**src/rtl/pipe_stage_hs.sv**
```systemverilog
// ---------------------------------------------------------------------------
// pipe_stage_hs
//
// Parametrised pipeline stage register with a valid/ready handshake.  It
// carries an opaque payload between two CPU pipeline stages and adds bubble
// insertion, a synchronous flush and a saturating stall counter.
//
// Build option (macro PIPE_SKID_EN):
//   undefined : one storage register; in_ready is combinational and
//               depends on out_ready.
//   defined   : main + skid entries; in_ready comes from a flop, so there
//               is no combinational out_ready -> in_ready path.
//   The port list is the same in both builds.
//
// Parameters
//   DATA_W  payload width in bits (>= 1)
//   CNT_W   stall counter width in bits (>= 1)
//
// Ports
//   clk        in   rising-edge clock
//   rst_n      in   asynchronous active-low reset
//   in_valid   in   upstream beat present
//   in_ready   out  stage can accept a beat this cycle
//   in_data    in   upstream payload
//   out_valid  out  downstream beat present
//   out_ready  in   downstream accepts (0 = stall)
//   out_data   out  registered payload
//   flush      in   synchronous kill of every held beat
//   stall_cnt  out  cycles seen with out_valid=1 and out_ready=0
// ---------------------------------------------------------------------------
module pipe_stage_hs #(
  parameter int DATA_W = 32,
  parameter int CNT_W  = 16
) (
  input  logic              clk,
  input  logic              rst_n,
  input  logic              in_valid,
  output logic              in_ready,
  input  logic [DATA_W-1:0] in_data,
  output logic              out_valid,
  input  logic              out_ready,
  output logic [DATA_W-1:0] out_data,
  input  logic              flush,
  output logic [CNT_W-1:0]  stall_cnt
);

  logic xfer_in;
  logic xfer_out;

  assign xfer_in  = in_valid & in_ready;
  assign xfer_out = out_valid & out_ready;

`ifdef PIPE_SKID_EN

  typedef enum logic [1:0] {
    ST_EMPTY = 2'd0,
    ST_FULL  = 2'd1,
    ST_SKID  = 2'd2
  } state_t;

  state_t            state;
  logic [DATA_W-1:0] skid_data;
  // Registered "skid entry is free"; flush only gates it on the way out.
  logic              ready_q;

  assign in_ready = ~flush & ready_q;

  // out_data is the main entry; the skid entry parks the beat that arrived
  // while the main entry was stalled.  On a drain from SKID the parked beat
  // moves to main, so the head of the stream is always on out_data.
  always_ff @(posedge clk or negedge rst_n) begin
    if (!rst_n) begin
      // NOTE: the data registers are reset too, so no payload from before
      // a reset can reappear on out_data.
      state     <= ST_EMPTY;
      out_valid <= 1'b0;
      out_data  <= '0;
      skid_data <= '0;
      ready_q   <= 1'b1;
    end else if (flush) begin
      // Kill both entries; payload registers keep their contents.
      state     <= ST_EMPTY;
      out_valid <= 1'b0;
      ready_q   <= 1'b1;
    end else begin
      // NOTE: non-blocking assignments throughout, so every branch sees the
      // pre-edge values of state, out_valid and ready_q.
      unique case (state)
        ST_EMPTY: begin
          if (xfer_in) begin
            state     <= ST_FULL;
            out_valid <= 1'b1;
            out_data  <= in_data;
          end
        end
        ST_FULL: begin
          if (xfer_in && xfer_out) begin
            out_data <= in_data;
          end else if (xfer_in) begin
            state     <= ST_SKID;
            skid_data <= in_data;
            ready_q   <= 1'b0;
          end else if (xfer_out) begin
            state     <= ST_EMPTY;
            out_valid <= 1'b0;
          end
        end
        ST_SKID: begin
          // in_ready is low here, so only the drain can happen.
          if (xfer_out) begin
            state    <= ST_FULL;
            out_data <= skid_data;
            ready_q  <= 1'b1;
          end
        end
        default: begin
          state     <= ST_EMPTY;
          out_valid <= 1'b0;
          ready_q   <= 1'b1;
        end
      endcase
    end
  end

`else

  // Single entry: a new beat can enter when the slot is empty or is being
  // drained in the same cycle.
  assign in_ready = ~flush & (out_ready | ~out_valid);

  always_ff @(posedge clk or negedge rst_n) begin
    if (!rst_n) begin
      // NOTE: the data register is reset too, so no payload from before a
      // reset can reappear on out_data.
      out_valid <= 1'b0;
      out_data  <= '0;
    end else if (flush) begin
      out_valid <= 1'b0;
    end else if (xfer_in) begin
      // NOTE: non-blocking assignments, so this branch uses the pre-edge
      // out_valid that in_ready was computed from.
      out_valid <= 1'b1;
      out_data  <= in_data;
    end else if (out_ready) begin
      // Bubble: the held beat left and nothing replaced it.
      out_valid <= 1'b0;
    end
  end

`endif

  // Stall counter: counts edges where a beat is offered but refused.
  // Flush cycles are excluded; only reset clears the count.
  logic stall_now;
  assign stall_now = out_valid & ~out_ready & ~flush;

  always_ff @(posedge clk or negedge rst_n) begin
    if (!rst_n) begin
      stall_cnt <= '0;
    end else if (stall_now && (stall_cnt != {CNT_W{1'b1}})) begin
      stall_cnt <= stall_cnt + 1'b1;
    end
  end

endmodule

```
**config.mk**
```make
export PLATFORM = sky130hd
export DESIGN_NAME = pipe_stage_hs
export DESIGN_NICKNAME = d
export VERILOG_FILES = /design/src/rtl/pipe_stage_hs.sv
export SDC_FILE = /design/constraint.sdc
export NUM_CORES = 1
export LEC_CHECK = 0
export ABC_AREA = 1
export BUFFER_PORTS_ARGS = -buffer_cell sky130_fd_sc_hd__buf_2
export CORE_MARGIN = 5
export CORE_UTILIZATION = 44
export CTS_CLUSTER_SIZE = 24
export DETAILED_ROUTE_END_ITERATION = 12
export PLACE_DENSITY = 0.78
export SLEW_MARGIN = 20
export SYNTH_ARGS = -nofsm -noshare
export SYNTH_HDL_FRONTEND = slang
export SYNTH_SLANG_ARGS = --single-unit
export TNS_END_PERCENT = 10
```
**constraint.sdc**
```tcl
create_clock -name clk -period 1.36 [get_ports clk]
set_clock_uncertainty 0.05 [all_clocks]
set_input_delay 0.34 -clock clk [delete_from_list [all_inputs] [get_ports clk]]
set_output_delay 0.34 -clock clk [all_outputs]
set_load 0.005 [all_outputs]
```
### After elaboration in Yosys (flattened, before gate mapping)

Cells that the tools add are included.

* bits in registers: 49
* input bits: 37
* output and inout port bits: 50

* add/sub/neg operators: 1
* eq/ne operators: 1
* multiplexer cells: 3
* bitwise gates (word level): 8
* reduce and logical (&&, ||, !) cells: 3

Operators with widths (number)
* $add A16 B1 Y16 const B: 1
* $ne A16 B16 Y1 const B: 1
* $and A1 B1 Y1: 4
* $mux W1: 3
* $not A1 Y1: 3
* $reduce_bool A3 Y1: 1
* $reduce_and A2 Y1: 1
* $logic_and A1 B1 Y1: 1
* $or A1 B1 Y1: 1

### Logic depth before layout (Yosys ltp)

Gate-level depths: netlist of the first run.

* word-level depth: 6
* depth in mapped cells: 8
* mapped depth without buffers: 8

### Worst setup path before layout of the first run

Ideal clock, no wire load.

* path kind: register to register
* from: reg stall_cnt[0]
* to: reg stall_cnt[5]
* library setup time: 0.065 ns
* arrival: 1.292 ns
* required time: 1.245 ns
* slack: -0.047 ns
* cell stages (with the launch flop): 9
* path buffers: 2
* period minus slack after synthesis: 1.407 ns
* path through: dfrtp_1 > ha_1 > buf_2 > nand3_4 > nor2_2 > nor2_2 > buf_6 > nand2_1 > nand2_1

* word-level cells in the longest chain between the ends: 2
* elaborated cells between the ends (all ways): 3

RTL lines
* from (decl): line 44 `output logic [CNT_W-1:0] stall_cnt`
* from (signal assigned): line 161 `stall_cnt <= stall_cnt + 1'b1;`
* branches (longest 2 deep; another with $add A16 B1 Y16)

Several ways; the timed one is not identified.
A chain may end at the register's enable or synchronous reset.

### Worst setup path in the final report of the first run

* from: reg out_valid
* to: out in_ready

* word-level cells in the longest chain between the ends: 3

RTL lines
* from (decl): line 40 `output logic out_valid,`
* from (signal assigned): line 135 `out_valid <= 1'b0;`
* from (signal assigned): line 138 `out_valid <= 1'b0;`
* from (signal assigned): line 142 `out_valid <= 1'b1;`
* $not A1 Y1: line 129 `assign in_ready = ~flush & (out_ready | ~out_valid);`
* $or A1 B1 Y1: line 129
* $and A1 B1 Y1: line 129
* to (decl): line 38 `output logic in_ready,`

Every way passes these cells.

==> results of run 1 <==
-- cell usage after synthesis --
cell,count,area share
nand2_1,140,0.23
dfrtp_1,49,0.53
nand3_1,38,0.082
nor2_1,17,0.028
inv_1,12,0.020
clkbuf_1,10,0.016
xnor2_1,5,0.019
nand4_1,4,0.011
o21ai_0,4,0.0087
buf_6,2,0.0098
nor2_2,2,0.0054
a21oi_2,1,0.0038
buf_2,1,0.0022
ha_1,1,0.0054
nand2_2,1,0.0027
nand3_4,1,0.0076
nand3b_1,1,0.0033
nor2_4,1,0.0049
o21bai_4,1,0.0081
xor2_1,1,0.0038
-- power by group --
part / switching, W / internal [W]
combinational: 0.000451 / 0.000474
sequential: 0.000114 / 0.00164
clock: 0.000501 / 0.000599
total: 0.00107 / 0.00271
-- cells by family (layout without fill, tap and decap cells) --
family                   after synthesis  after routing  synth area share
adder cells (fa/ha/maj)                1              1           0.00542
AND/OR/NAND/NOR                      205            205             0.372
buffers and inverters                 25            151            0.0477
XOR/XNOR                               6              6            0.0228
AO/OA/AOI/OAI                          6              6            0.0206
flip-flops                            49             49             0.531
-- worst min-delay path by stage --
stage                      from  slack, ns            to  cells after the start
floorplan                 rst_n     -0.006   out_data[0]                      0
global placement          rst_n       0.19  stall_cnt[3]                      1
detailed placement        rst_n       0.20  stall_cnt[5]                      1
CTS                 in_data[13]       0.21  out_data[13]                      3
global route        in_data[22]       0.21  out_data[22]                      3
finish              in_data[25]       0.21  out_data[25]                      3
-- through the flow --
| step | utilization | setup WS [ns] | hold WS (ns) | instance area [µm²] | setup TNS, ns |
|---|---|---|---|---|---|
| after floorplan | - | -0.0128 | -0.00559 | 2320 | -0.118 |
| after global placement | 0.599 | -0.0723 | 0.191 | 3060 | -0.825 |
| after detailed placement | 0.599 | -0.160 | 0.195 | 3060 | -1.69 |
| after CTS | 0.640 | -0.116 | 0.207 | 3270 | -0.232 |
| after global routing | 0.696 | -0.165 | 0.207 | 3560 | -2.27 |
| final | 0.696 | -0.0921 | 0.214 | 3560 | -0.506 |
-- metal layers --
layer  up-vias  part of all wire  global-route usage
met5         -                 0                   0
met4         0             0.018              0.0449
met3        12             0.065              0.0542
met2        84              0.51               0.340
met1      1132              0.40               0.247
li1       1164                 -                   -
-- area by class of cell --
cell class,instances,area share
Inverter,12,0.0127
Sequential cell,49,0.345
Multi-Input combinational cell,218,0.305
Tap cell,70,0.0246
Timing Repair Buffer,131,0.279
Clock buffer,6,0.0232
Clock inverter,2,0.0106
-- critical path, delay by kind of cell (launching register included) --
family          cells  cell delay (ns)
compound gates      1             0.14
buf+inv             2             0.22
flops               1             0.41
-- what timing repair did --
action                     in CTS  in global routing
hold endpoints to repair        8                  0
gates resized for setup        17                 58
setup endpoints to repair      24                 65
setup buffers                   2                  6
pin swaps                       3                  7
hold buffers                    1                  0
-- cell usage in the layout, fill, tap and decap left out, drive strengths merged, types with 4 or more instances in the layout --
master and count:
clkbuf 6, dfrtp 49, nand2 141, nand4 4, nor2 20, inv 12
o21ai 4, xnor2 5, nand3 39, buf 130
-- state kept, by name, indices dropped and copies added (netlist names) --
register,flops
stall_cnt,16
out_data,32
out_valid,1
==> results.md, run 1 <==
* Detailed Place HPWL at 4720 µm
* Critical Path Source Type: register
* Slowest stage delay, CP at ~0.41 ns
* Htree depth at 2
* CP Max Fanout at 3
* Initial Utilization at 0.452
* Die Y at between 80 and 90 µm
* Layout area overhead at 54.0%
* Die X-Extent at around 82 µm
* DR vias/cell at roughly 4.9
* Post-layout min period at between 1 and 1.5 ns
* Tcrit/Tclk final at 1.07
* Grt total ovfl at 0
* R2R depth at 8
* Cells after Synth at approximately 300
* Ordered cell list for the critical path: a21oi_2 -> buf_4 -> buf_6
* TritonCTS buffer count at 5
* Core area at between 0.005 and 0.006 mm²
* Seq/Total Area, Yosys at 0.531
* Worst r2r dst: stall_cnt[3]
* I/O Pins at 87
* Arr. time, crit path at about 1.1 ns
* ANT cells at 0
* Status: finished, violations left
* Detail Route Antenna Nets at 0
* Number of buffers added on ports at 86
* Area of the multi-input gates at ~0.0011 mm²
* Failing checks: setup timing
* CTS Root Buffer Type: clkbuf_8
* Layout cells sized above 1 at 0.411
* Die area at 0.00679 mm²
* Clk sinks at 49
* Peak VDD IR at approximately 0.00066 V
* CP Capture Type: primary output
* WP data required at 0.97 ns
* DRT iter0 DRCs at approximately 110
* Clock Path Buffers at 2
* Pin count of the biggest net entering global routing at 24
* Yosys reg bits at between 40 and 50
* Max-Cap Viols at 0
* Row cnt at 26
* Clock transition at path regs at ~0.1 ns
* Register Area at between 0.001 and 0.0015 mm²
* Pwr Density at around 1100 mW/mm²
* Kind of critical path: reg2out
* DR pass1 iterations at 4
* Worst slew pin tran at approximately 0.34 ns
* First-pass GRT wire length at ~10,000 µm
* Clk_lat worst skew at approximately 0.30 ns
* Routed len/inst at between 10 and 15 µm
* RSZ-0062 raised after global routing: true
* Synth Warn # at 0
* CP max stage cell: dfrtp_1
* Static Leak at 1.92 nW
* Nets at ~460
* Worst min-delay path class: in2reg
* Final Power at roughly 0.0038 W
* Setup-failing EPs final at 18
* Placed cells at between 400 and 500
* Worst Slack Setup Final at -0.0921 ns
* Post-Syn Nets at between 300 and 400
* Crit path launch: out_valid
* Residual DRC count at 0
* Synth cell types at 20
* RD Place Congestion at just under 0.8
* Fillcell total at 399
* Final wirelength at a little under 7000 µm
* Worst R2R Setup Slack at -0.03 ns
* Final hold violations at 0
* Pins Over Slew Limit at 0
* Final non-filler cell total at about 490
* Synth Cell Area at between 0.002 and 0.0025 mm²
* FMAX at 0.689 GHz
* Synth Area per Inst at 7.91 µm²
* Reg2reg start: stall_cnt[4]
* Rel. slew slack at 0.770
* Initial antenna violation count at 0
* Vias at ~2,400
* Number of global-route vias before repair at around 2,300
* CTS tree: yes
* GRT Resource Usage Total at 0.198
* Capture point of the critical path: in_ready
(Power assumes the default switching activity.)
==> inputs of run 2 (changes only) <==
--- a/config.mk
+++ b/config.mk
@@ -12,6 +12,7 @@
 export CTS_CLUSTER_SIZE = 24
 export DETAILED_ROUTE_END_ITERATION = 12
 export PLACE_DENSITY = 0.78
+export RECOVER_POWER = 50
 export SLEW_MARGIN = 20
 export SYNTH_ARGS = -nofsm -noshare
 export SYNTH_HDL_FRONTEND = slang
==> run 2 against run 1 <==
  * The flow still finishes with violations (setup timing)
  * Sequential cell count unchanged
  * Worst hold slack worse by 0.0016 ns
  * Global-route usage unchanged
  * Fmax increased by 0.11%
  * Critical endpoint unchanged
  * Highest routed layer unchanged
  * Sequential power is essentially flat
  * Clock power is essentially flat
  * Utilization shrank 0.37 points
  * Largest power group unchanged
==> results.md, run 2 (same netlist as run 1, synthesis figures left out) <==
* Status: finished, violations left (unchanged)
* Failing checks: setup timing (unchanged)
* Tcrit/Tclk final at 1.07 (about the same)
* DRT iter0 DRCs at 96 (was 109)
* Layout area overhead at 53.2% (was 54.0%)
* Reg2reg start: stall_cnt[4] (unchanged)
* Share of power burned in registers at 0.466 (was 0.464)
* CP Capture Type: primary output (unchanged)
* Initial antenna violation count at 0 (unchanged)
* Layout cells sized above 1 at 0.409 (was 0.411)
* Rel. slew slack at 0.570 (was 0.770)
* Clock transition at path regs at 0.10 ns (about the same)
* Final non-filler cell total at 488 (unchanged)
* Nets at 455 (unchanged)
* Post-layout min period at 1.45 ns (about the same)
* Die Y at 82.4 µm (unchanged)
* Worst min-delay path class: in2reg (unchanged)
* Psw at 0.00106 W (was 0.00107 W)
* ANT cells at 0 (unchanged)
* DR pass1 iterations at 6 (was 4)
* CP Max Fanout at 3 (unchanged)
* RSZ-0062 raised after global routing: true (unchanged)
* Number of buffers added on ports at 86 (unchanged)
* R2R depth at 8 (unchanged)
* WP buf/inv at 2 (unchanged)
* Die X-Extent at 82.4 µm (unchanged)
* Pwr Density at 1070 mW/mm² (was 1060 mW/mm²)
* WP data required at 0.97 ns (about the same)
* Core area at 0.00511 mm² (unchanged)
* Routed len/inst at 14.0 µm (was 14.1 µm)
* Die area at 0.00679 mm² (unchanged)
* Cell family with most CP delay: flip-flops (unchanged)
* Final wirelength at 6850 µm (was 6860 µm)
* Largest registers: out_data (32), stall_cnt (16), out_valid (1) (unchanged)
* CTS tree: yes (unchanged)
* DR vias/cell at 4.89 (was 4.90)
* Cell-internal power at 0.00271 W (about the same)
* Slowest stage delay, CP at 0.41 ns (about the same)
* Number of global-route vias before repair at 2,314 (unchanged)
* I/O Pins at 87 (unchanged)
* Worst r2r dst: stall_cnt[13] (was stall_cnt[3])
* Capture point of the critical path: in_ready (unchanged)
* Pins Over Slew Limit at 0 (unchanged)
* TritonCTS buffer count at 5 (unchanged)
* Residual DRC count at 0 (unchanged)
* Detailed Place HPWL at 4720 µm (unchanged)
* Pin count of the biggest net entering global routing at 24 (unchanged)
* Kind of critical path: reg2out (unchanged)
* Fraction of power spent switching nets at 0.282 (about the same)
* RD Place Congestion at 0.793 (unchanged)
* Placed cells at 471 (unchanged)
* Arr. time, crit path at 1.06 ns (about the same)
* Max reg flops at 32 (unchanged)
* Setup-failing EPs final at 18 (unchanged)
* Worst R2R Setup Slack at -0.04 ns (was -0.03 ns)
* Most common cell after layout, fill and taps aside: nand2_1 (unchanged)
* Clk sinks at 49 (unchanged)
* Crit path launch: out_valid (unchanged)
* Hold_ws at 0.213 ns (was 0.214 ns)
* GRT Resource Usage Total at 0.198 (unchanged)
* Most flops, register: out_data (unchanged)
* Clk pwr share at 0.291 (about the same)
* Final hold violations at 0 (unchanged)
* Commonest cells after routing, fill and taps aside: 125 x nand2_1, 68 x buf_2, 49 x dfrtp_1 (was 125 x nand2_1, 69 x buf_2, 49 x dfrtp_1)
* Clk_lat worst skew at 0.30 ns (about the same)
* Static Leak at 1.91 nW (was 1.92 nW)
* Comb power frac at 0.244 (was 0.245)
* Initial Utilization at 0.452 (unchanged)
* Critical Path Source Type: register (unchanged)
* Max-Cap Viols at 0 (unchanged)
* Row cnt at 26 (unchanged)
* First-pass GRT wire length at 10,300 µm (unchanged)
* Clock Path Buffers at 2 (unchanged)
* Crit. path cell count at 3 (unchanged)
* Worst slew pin tran at 0.645 ns (was 0.344 ns)
* Final Power at 0.00377 W (was 0.00378 W)
* FMAX at 0.689 GHz (about the same)
* Detail Route Antenna Nets at 0 (unchanged)
* Ordered cell list for the critical path: a21oi_2 -> buf_4 -> buf_6 (unchanged)
* CTS Root Buffer Type: clkbuf_8 (unchanged)
* Grt total ovfl at 0 (unchanged)
* Htree depth at 2 (unchanged)
* Vias at 2,384 (was 2,392)
* Worst Slack Setup Final at -0.0904 ns (was -0.0921 ns)
* CP max stage cell: dfrtp_1 (unchanged)
* Peak VDD IR at 0.000654 V (was 0.000656 V)
## run 2: cell types whose count changed in the layout (fill, tap and decap cells not counted)
cell / previous run / this run
buf_12: 3 / 1
buf_6: 38 / 40
buf_2: 69 / 68
clkbuf_1: 0 / 1
## run 2: worst min path at each step
stage | from | endpoint | slack, ns | cells past startpoint
finish | in_data[25] | out_data[25] | 0.21 | 3
global route | in_data[22] | out_data[22] | 0.21 | 3
CTS | in_data[13] | out_data[13] | 0.21 | 3
detailed placement | rst_n | stall_cnt[5] | 0.20 | 1
global placement | rst_n | stall_cnt[3] | 0.19 | 1
floorplan | rst_n | out_data[0] | -0.006 | 0
## run 2: per-layer routing
metal	routed length, µm	GRT usage	vias to the layer above	part of all wire
met5	0	0	-	0
met4	146	0.0449	0	0.021
met3	420	0.0542	18	0.061
met2	3510	0.340	84	0.51
met1	2770	0.247	1119	0.41
li1	-	-	1163	-
## run 2: through the flow
step | worst slack (ns) | utilization | area, µm² | setup TNS (ns)
3_3_place_gp | -0.0723 | 0.599 | 3060 | -0.825
6_report | -0.0904 | 0.693 | 3540 | -0.525
3_5_place_dp | -0.160 | 0.599 | 3060 | -1.69
5_1_grt | -0.165 | 0.693 | 3540 | -2.85
4_1_cts | -0.116 | 0.640 | 3270 | -0.232
2_1_floorplan | -0.0128 | - | 2320 | -0.118
## run 2: timing repair
item | CTS | global route
pin swaps | 3 | 7
hold buffers | 1 | 0
gates cloned | 0 | 0
setup endpoints to repair | 24 | 65
endpoints found under the hold margin | 8 | 0
resized for setup | 17 | 58
buffers inserted | 2 | 6
## run 2: final cells by class
cell class | count | area (µm²)
inverters | 12 | 45.0
repair buffers | 131 | 975
clock inverters | 2 | 37.5
multi-input cells | 218 | 1080
fillers | 400 | 1570
flip-flops and latches | 49 | 1230
well taps | 70 | 87.6
clock buffers | 6 | 82.6
## run 2: power by group through the flow
| stage | Clock, W | Combinational [W] | Sequential, W |
|---|---|---|---|
| global placement | 0 | 0.000773 | 0.00176 |
| global route | 0.00118 | 0.00103 | 0.00178 |
| detailed placement | 0 | 0.000795 | 0.00177 |
| CTS | 0.00111 | 0.000832 | 0.00175 |
| floorplan | 0 | 0.000291 | 0.00181 |
| finish | 0.00110 | 0.000918 | 0.00176 |
## run 2: tightest hold or removal path, delay by kind of cell
family                 cells  cell delay (ns)
AND/OR/NAND/NOR            2             0.12
buffers and inverters      1             0.07
==> inputs of run 3 (changes only) <==
--- a/config.mk
+++ b/config.mk
@@ -13,6 +13,7 @@
 export DETAILED_ROUTE_END_ITERATION = 12
 export PLACE_DENSITY = 0.78
 export RECOVER_POWER = 50
+export SKIP_CTS_REPAIR_TIMING = 1
 export SLEW_MARGIN = 20
 export SYNTH_ARGS = -nofsm -noshare
 export SYNTH_HDL_FRONTEND = slang
==> run 3 against run 2 <==
  * The run still ends with setup timing left
  * Sequential power about the same
  * Power decreased by 2.0%
  * Count of clock-buffer cells in the layout unchanged
  * Combinational power decreased by 7.8%
  * Non-clock buffer count shrank 5
  * Sequential share of layout area grew 1.4 points
  * Worst hold slack about the same
  * Register-to-register slack hardly changed
  * Design area decreased by 4.0%
  * Setup slack worse by 0.023 ns
  * Critical path depth stayed put
  * Global-route usage down 0.12 points
==> results.md, run 3 (same netlist as run 1, synthesis figures left out) <==
* Row cnt at 26 (unchanged)
* DRT iter0 DRCs at 68 (was 96)
* Crit. path cell count at 3 (unchanged)
* ANT cells at 0 (unchanged)
* Fillcell total at 429 (was 400)
* Clk_lat worst skew at 0.30 ns (about the same)
* Hold depth at 3 (unchanged)
* Clk sinks at 49 (unchanged)
* R2R depth at 8 (unchanged)
* WP buf/inv at 2 (unchanged)
* CTS tree: yes (unchanged)
* Rel. slew slack at 0.572 (was 0.570)
* Pin count of the biggest net entering global routing at 24 (unchanged)
* Critical Path Source Type: register (unchanged)
* Htree depth at 2 (unchanged)
* Detailed Place HPWL at 4720 µm (unchanged)
* Cell family with most CP delay: flip-flops (unchanged)
* Design Area, Final at 0.00340 mm² (was 0.00354 mm²)
* Nets at 450 (was 455)
* Arr. time, crit path at 1.08 ns (was 1.06 ns)
* Commonest cells after routing, fill and taps aside: 126 x nand2_1, 68 x buf_2, 49 x dfrtp_1 (was 125 x nand2_1, 68 x buf_2, 49 x dfrtp_1)
* Worst Slack Setup Final at -0.114 ns (was -0.0904 ns)
* Worst slew pin tran at 0.642 ns (was 0.645 ns)
* Vias at 2,332 (was 2,384)
* Kind of critical path: reg2out (unchanged)
* Static Leak at 1.83 nW (was 1.91 nW)
* Most flops, register: out_data (unchanged)
* RD Place Congestion at 0.793 (unchanged)
* CP Capture Type: primary output (unchanged)
* Final non-filler cell total at 483 (was 488)
* Initial Utilization at 0.452 (unchanged)
* GRT Resource Usage Total at 0.197 (was 0.198)
* Initial antenna violation count at 0 (unchanged)
* Worst min-delay path class: in2reg (unchanged)
* Pre-CTS WS at -0.160 ns (unchanged)
* Clock transition at path regs at 0.10 ns (about the same)
* WP data required at 0.97 ns (about the same)
* Post-layout min period at 1.47 ns (was 1.45 ns)
* Die Y at 82.4 µm (unchanged)
* Routed len/inst at 13.4 µm (was 14.0 µm)
* CTS Root Buffer Type: clkbuf_8 (unchanged)
* DR pass1 iterations at 5 (was 6)
* Peak VDD IR at 0.000629 V (was 0.000654 V)
* First-pass GRT wire length at 10,200 µm (was 10,300 µm)
* TritonCTS buffer count at 5 (unchanged)
* DR vias/cell at 4.83 (was 4.89)
* Ordered cell list for the critical path: a21oi_2 -> buf_4 -> buf_6 (unchanged)
* Grt total ovfl at 0 (unchanged)
* Hold_ws at 0.213 ns (about the same)
* Number of global-route vias before repair at 2,286 (was 2,314)
* Tcrit/Tclk final at 1.08 (was 1.07)
* Final hold violations at 0 (unchanged)
* Die X-Extent at 82.4 µm (unchanged)
* Post-layout util at 0.665 (was 0.693)
* Placed cells at 471 (unchanged)
* Pwr Density at 1090 mW/mm² (was 1070 mW/mm²)
* Die area at 0.00679 mm² (unchanged)
* Status: finished, violations left (unchanged)
* Residual DRC count at 0 (unchanged)
* Failing checks: setup timing (unchanged)
* Pins Over Slew Limit at 0 (unchanged)
* Number of buffers added on ports at 86 (unchanged)
* Layout area overhead at 47.2% (was 53.2%)
* CP Max Fanout at 4 (was 3)
* Clock Path Buffers at 2 (unchanged)
* Largest registers: out_data (32), stall_cnt (16), out_valid (1) (unchanged)
* Setup-failing EPs final at 9 (was 18)
* CP max stage cell: dfrtp_1 (unchanged)
* I/O Pins at 87 (unchanged)
* Core area at 0.00511 mm² (unchanged)
* Max-Cap Viols at 0 (unchanged)
* Placed inst area at 0.00306 mm² (unchanged)
* Max reg flops at 32 (unchanged)
* Layout cells sized above 1 at 0.375 (was 0.409)
* Most common cell after layout, fill and taps aside: nand2_1 (unchanged)
* Slowest stage delay, CP at 0.41 ns (about the same)
* Final wirelength at 6460 µm (was 6850 µm)
* FMAX at 0.679 GHz (was 0.689 GHz)
* Detail Route Antenna Nets at 0 (unchanged)
* RSZ-0062 raised after global routing: true (unchanged)
==> run 3: cell count changes in the layout (fill, tap and decap cells not counted), moves of 2 or more <==
cell and delta:
buf_6 -11, clkbuf_1 +5, nor2_4 -4, inv_1 +2, inv_2 -2, nand2_4 -2
nor2_1 +2, nor2_2 +2
==> run 3: per-stage QoR <==
| stage | TNS [ns] | total power, W |
|---|---|---|
| floorplan | -0.118 | 0.00210 |
| global route | -1.73 | 0.00391 |
| global placement | -0.825 | 0.00254 |
| CTS | -2.33 | 0.00366 |
| finish | -0.246 | 0.00370 |
| detailed placement | -1.69 | 0.00257 |
==> run 3: cell type report <==
type                    instances  area (µm²)  area share
clock inverters                 2        37.5      0.0110
inverters                      12        45.0      0.0133
repair buffers                126         877       0.258
well taps                      70        87.6      0.0258
clock buffers                   6        82.6      0.0243
multi-input cells             218        1040       0.306
flip-flops and latches         49        1230       0.361
==> run 3: layer usage <==
metal,vias to the layer above,GRT usage,routed length [µm]
met1,1082,0.247,2690
met4,0,0.0449,85
met5,-,0,0
met2,80,0.336,3270
met3,8,0.0542,415
li1,1162,-,-
==> run 3: tightest hold or removal path, delay by kind of cell <==
kind          cells  cell delay (ns)
buf+inv           1             0.07
simple gates      2             0.12
==> run 3: final timing paths <==
| path | start | endpoint | slack [ns] |
|---|---|---|---|
| max | out_valid | in_ready | -0.11 |
| min | in_data[25] | out_data[25] | 0.21 |
| max reg2reg | stall_cnt[0] | stall_cnt[15] | -0.03 |
| min reg2reg | out_data[19] | out_data[19] | 0.43 |
| max in group asynchronous | rst_n | out_data[9] | 0.10 |
| min in group asynchronous | rst_n | stall_cnt[4] | 0.53 |
==> run 3: report_power, final <==
group	internal [W]	total (W)	leakage [nW]	switching [W]
registers	0.00164	0.00175	0.629	0.000112
clock network	0.000599	0.00110	0.0574	0.000498
logic	0.000417	0.000846	1.14	0.000429
